### config.mk
export PLATFORM = sky130hd
export DESIGN_NAME = fetch_stage
export DESIGN_NICKNAME = d
export VERILOG_FILES = /design/src/rtl/fetch_stage_pkg.sv /design/src/rtl/fetch_stage_npc.sv /design/src/rtl/fetch_stage.sv
export SDC_FILE = /design/constraint.sdc
export NUM_CORES = 1
export LEC_CHECK = 0
export CAP_MARGIN = 25
export CORE_ASPECT_RATIO = 0.7
export CORE_MARGIN = 8
export CORE_UTILIZATION = 32
export CTS_CLUSTER_DIAMETER = 100
export DETAILED_ROUTE_END_ITERATION = 7
export DONT_BUFFER_PORTS = 1
export GPL_TIMING_DRIVEN = 0
export SLEW_MARGIN = 20
export SYNTH_ARGS = -nofsm -noshare
export SYNTH_HDL_FRONTEND = slang
export SYNTH_SLANG_ARGS = --single-unit
### constraint.sdc
create_clock -name clk -period 2.8 [get_ports clk]
set_input_delay 0.42 -clock clk [delete_from_list [all_inputs] [get_ports clk]]
set_output_delay 0.42 -clock clk [all_outputs]
set_load 0.005 [all_outputs]
### src/rtl/fetch_stage_pkg.sv
// rtl/fetch_stage_pkg.sv - shared fetch constants: PCSel encodings, nop, reset PC
package fetch_stage_pkg;

  // PCSel encodings, shared with the controller
  localparam logic [2:0] PC_SEL_PC4 = 3'd0;
  localparam logic [2:0] PC_SEL_BEQ = 3'd1;
  localparam logic [2:0] PC_SEL_JAL = 3'd2;
  localparam logic [2:0] PC_SEL_JR  = 3'd3;

  localparam logic [31:0] NOP_INSTR        = 32'h0000_0000;
  localparam logic [31:0] PC_RESET_DEFAULT = 32'h0000_3000;

  // beq displacement: sign-extended 16-bit word offset turned into a byte offset
  function automatic logic [31:0] branch_offset(input logic [15:0] imm);
    return {{14{imm[15]}}, imm, 2'b00};
  endfunction

endpackage

### src/rtl/fetch_stage_npc.sv
// rtl/fetch_stage_npc.sv - combinational next-PC selection from the D-stage instruction
module fetch_stage_npc
  import fetch_stage_pkg::*;
(
  input  logic [31:0] pc_f,
  input  logic [31:0] pc_d,
  input  logic [31:0] instr_d,
  input  logic [2:0]  pc_sel_d,
  input  logic        cmp_eq_d,
  input  logic [31:0] rs_data_d,
  output logic [31:0] npc
);

  logic [31:0] pc_f_plus4;
  logic [31:0] beq_target;

  assign pc_f_plus4 = pc_f + 32'd4;
  assign beq_target = pc_d + 32'd4 + branch_offset(instr_d[15:0]);

  // Redirect targets are relative to the instruction in D; sequential fetch continues from F
  always_comb begin
    npc = pc_f_plus4;
    case (pc_sel_d)
      PC_SEL_PC4: npc = pc_f_plus4;
      PC_SEL_BEQ: npc = cmp_eq_d ? beq_target : pc_f_plus4;
      PC_SEL_JAL: npc = {pc_d[31:28], instr_d[25:0], 2'b00};
      PC_SEL_JR:  npc = rs_data_d;
      default:    npc = pc_f_plus4;
    endcase
  end

endmodule

### src/rtl/fetch_stage.sv
// rtl/fetch_stage.sv - F stage: PC register, next-PC mux and IF/ID register (optional ALIGN_CHECK_EN)
module fetch_stage
  import fetch_stage_pkg::*;
#(
  parameter logic [31:0] PC_RESET = PC_RESET_DEFAULT,
  parameter int          IM_DEPTH = 4096
) (
  input  logic        clk,
  input  logic        reset,
  input  logic        stall,
  input  logic        flush_d,
  input  logic [2:0]  pc_sel_d,
  input  logic        cmp_eq_d,
  input  logic [31:0] rs_data_d,
  input  logic [31:0] im_rdata,
  output logic [31:0] im_addr,
  output logic [31:0] instr_d,
  output logic [31:0] pc_d,
  output logic [31:0] pc8_d,
  output logic        pc_err
);

  logic [31:0] pc_f;
  logic [31:0] npc;
  logic        fault;

  fetch_stage_npc u_npc (
    .pc_f      (pc_f),
    .pc_d      (pc_d),
    .instr_d   (instr_d),
    .pc_sel_d  (pc_sel_d),
    .cmp_eq_d  (cmp_eq_d),
    .rs_data_d (rs_data_d),
    .npc       (npc)
  );

  assign im_addr = pc_f;
  assign pc8_d   = pc_d + 32'd8;

`ifdef ALIGN_CHECK_EN
  localparam logic [31:0] IM_END = PC_RESET + 32'(4 * IM_DEPTH);

  logic bad_npc;
  logic err_q;

  assign bad_npc = (npc[1:0] != 2'b00) || (npc < PC_RESET) || (npc >= IM_END);

  // Sticky error: once a bad fetch address is seen, fetch freezes until reset
  always_ff @(posedge clk) begin
    if (reset) begin
      err_q <= 1'b0;
    end else if (!stall && bad_npc) begin
      err_q <= 1'b1;
    end
  end

  assign fault  = bad_npc || err_q;
  assign pc_err = err_q;
`else
  assign fault  = 1'b0;
  assign pc_err = 1'b0;
`endif

  // PC and IF/ID update: stall freezes everything, so a waiting redirect is re-evaluated on release
  always_ff @(posedge clk) begin
    if (reset) begin
      pc_f    <= PC_RESET;
      instr_d <= NOP_INSTR;
      pc_d    <= PC_RESET;
    end else if (!stall) begin
      if (!fault) begin
        pc_f <= npc;
      end
      pc_d    <= pc_f;
      instr_d <= (flush_d || fault) ? NOP_INSTR : im_rdata;
    end
  end

endmodule
==> run summary <==
Number of remaining DRC errors = 0
Clock power frac = 0.373
Initial DRC count = 897
P_leak = 3.376 nW
P_int = 2.273 mW
Reg2Reg Setup Slack = -7 ps
WS Path Type = reg2reg
Syn avg cell area = 7.923 um2
Asr flop ratio synth = 0
First-pass GRT wire length = 45.39 mm
EDFF count, synth = 0
Post-Syn Area = 7297 um2
Initial antenna violation count = 1
Fin crit period = 2807 ps
CP Capture Type = register
Status = finished, violations left
Req. time, crit path = 3110 ps
Clock Path Buffers = 2
Critical path peak fanout = 6
Number of synthesized register bits = 96
Most common cell in the netlist = nor2_1
Worst-Skew Late Latency = 370 ps
Min-Delay Path Class = in2reg
Dpl ws = -673.0 ps
Die Y = 142.3 um
Clk Tree Root Cell = clkbuf_16
Clk sinks = 96
H-tree depth = 3
Comb pwr share = 0.176
Reg2Reg Launch Point = instr_d[1]
Die outline area = 27970 um2
Top Layer Used = met4
Final Hold Fails = 0
VDD IR max = 0.2946 mV
CTS clock-pin slew for the worst setup and hold paths = 80 ps
WP data arrival = 3110 ps
Share of Yosys cell area claimed by the top area cell type = 0.2634
Net Sw Power = 1.168 mW
FILL cells = 2318
CP Capture Point = im_addr[31]
RSZ-0062 raised after global routing = yes
M1 WL = 13.99 mm
Reg2Reg Depth = 12
Multi-input logic area = 5568 um2
Post-Route WL = 31.19 mm
Largest net degree at the start of global routing = 19
# setup viols final = 1
Wirelength per Cell = 24.87 um
Metal2 WL = 12.18 mm
Placer congestion estimate = 0.9029
Worst-Margin Slew = 1069 ps
Synth warn = 0
Number of library cell types mapped by synthesis = 67
Slew HR = 0.2871
Max Slew Vio Count = 0
Width of the die = 196.5 um
Vias in the first global route = 6902
Synth top cells by count = nor2_1, dfxtp_1, ha_1, nand2_1, mux2i_1
Register area share after synthesis = 0.2634
CTS Hold Bufs = 0
PortBufs = 0
Final period util = 1.002
Fin worst setup slack = -6.712 ps
Antenna-violating nets left = 0
Top_reg_cell synth = dfxtp_1
CP startpoint = instr_d[1]
Synthesized net count = 1053
Hpwl dp = 23.81 mm
R2r endpoint = im_addr[31]
Sequential cell area = 2009 um2
Core Region = 22500 um2
Met3 routed WL = 4.497 mm
Vias per inst = 5.917
TritonCTS clock tree = done
CP startpoint kind = register
Max Fclk = 356.3 MHz
PD cells = 394.6 nW/um2
GRT Total Usage = 0.2147
Rows = 46
Starting Density = 0.3243
Synth area leaders = dfxtp_1, ha_1, mux2i_1, nor2_1, xnor2_1
Share of cells above drive strength 1 = 0.1828
Net Sw Frac = 0.3393
Reg power frac = 0.451
Vias = 7420
Clock Skews = 13.34 ps
Yosys top cell by area = dfxtp_1
Failing checks = setup timing
Max cap viols = 0
I/O Pins = 201
Mapped Cells = 921
Synth-to-layout area growth = 19.50%
First-pass detailed-route iteration total = 6
Nets = 1068
WHS = 195.0 ps
Total CTS buffers = 9
Total gr overflow = 0
flip-flops by register name, summed over array words and instances (netlist names):
name	count
im_addr	32
instr_d	32
pc_d	32
layout by cell type, fill, tap and decap left out, drive strengths merged, types with 23 or more instances in the layout:
cell type	instances
a21oi	54
a22oi	34
buf	24
clkbuf	51
dfxtp	96
ha	59
inv	32
mux2i	57
nand2	58
nand3	25
nand4	23
nor2	130
nor3	23
o21ai	47
xnor2	49
metrics by stage:
step | power, mW | TNS, ps | instances | util | area [um2]
final | 3.441 | -6.712 | 1254 | 0.3875 | 8720
after CTS | 3.414 | -37.63 | 1251 | 0.3712 | 8353
after global routing | 3.569 | -144.6 | 1254 | 0.3875 | 8720
after detailed placement | 2.125 | -5746 | 1234 | 0.3422 | 7700
after global placement | 2.117 | -7223 | 1233 | 0.3417 | 7690
after floorplan | 1.925 | 0 | 921 | - | 7300
power groups by stage:
stage	Combinational, mW	Clock (mW)	Sequential, mW
2_1_floorplan	0.398	0	1.53
3_3_place_gp	0.530	0	1.59
3_5_place_dp	0.538	0	1.59
4_1_cts	0.562	1.30	1.55
5_1_grt	0.665	1.34	1.56
6_report	0.607	1.28	1.55
layout make-up:
class                   instances  share of cell area
clock inverters                 7            0.006888
flip-flops and latches         96              0.2304
inverters                      28             0.01205
diodes                          1           0.0002870
clock buffers                   9             0.02583
repair buffers                 17             0.01708
well taps                     312             0.04477
multi-input cells             735              0.6385
plain buffers                  49             0.02411
logic make-up (layout without fill, tap and decap cells):
kind of cell	after synthesis	count (layout)	synth area share
simple gates	309	309	0.2020
compound gates	237	237	0.2157
flops	96	96	0.2634
buf+inv	90	110	0.04972
xor+xnor	67	67	0.08042
mux	61	61	0.08436
fa+ha+maj	60	60	0.1039
other cells	1	2	0.0005139
what timing repair did:
action                                  CTS  global route
pin swaps                                13            22
endpoints found under the setup margin   30            25
setup buffers                             9             6
endpoints found under the hold margin     0             0
cloned                                    0             0
resized for setup                        90            68
per-layer routing:
layer | track usage | vias up
met1 | 0.3015 | 3520
met3 | 0.09190 | 42
met2 | 0.2981 | 472
met4 | 0.04137 | 0
li1 | - | 3386
met5 | 0 | -
critical path, cell delays in order (launching register included):
cell       delay (ps)
dfxtp_4           380
ha_4              250
ha_4              160
inv_2              50
fa_2              210
nand2b_4          150
a21oi_4            70
o22a_2            270
a2111oi_4         410
buf_4             240
nor2_1             70
o41a_1            360
a21oi_1           120
how the worst min path moves through the flow:
stage | from | end | slack, ps | cells after the start
floorplan | instr_d[30] | instr_d[30] | 490 | 2
global placement | instr_d[30] | instr_d[30] | 530 | 2
detailed placement | instr_d[30] | instr_d[30] | 530 | 2
CTS | im_rdata[4] | instr_d[4] | 180 | 2
global route | im_rdata[14] | instr_d[14] | 200 | 2
finish | im_rdata[0] | instr_d[0] | 190 | 2
(Power assumes the default switching activity.)
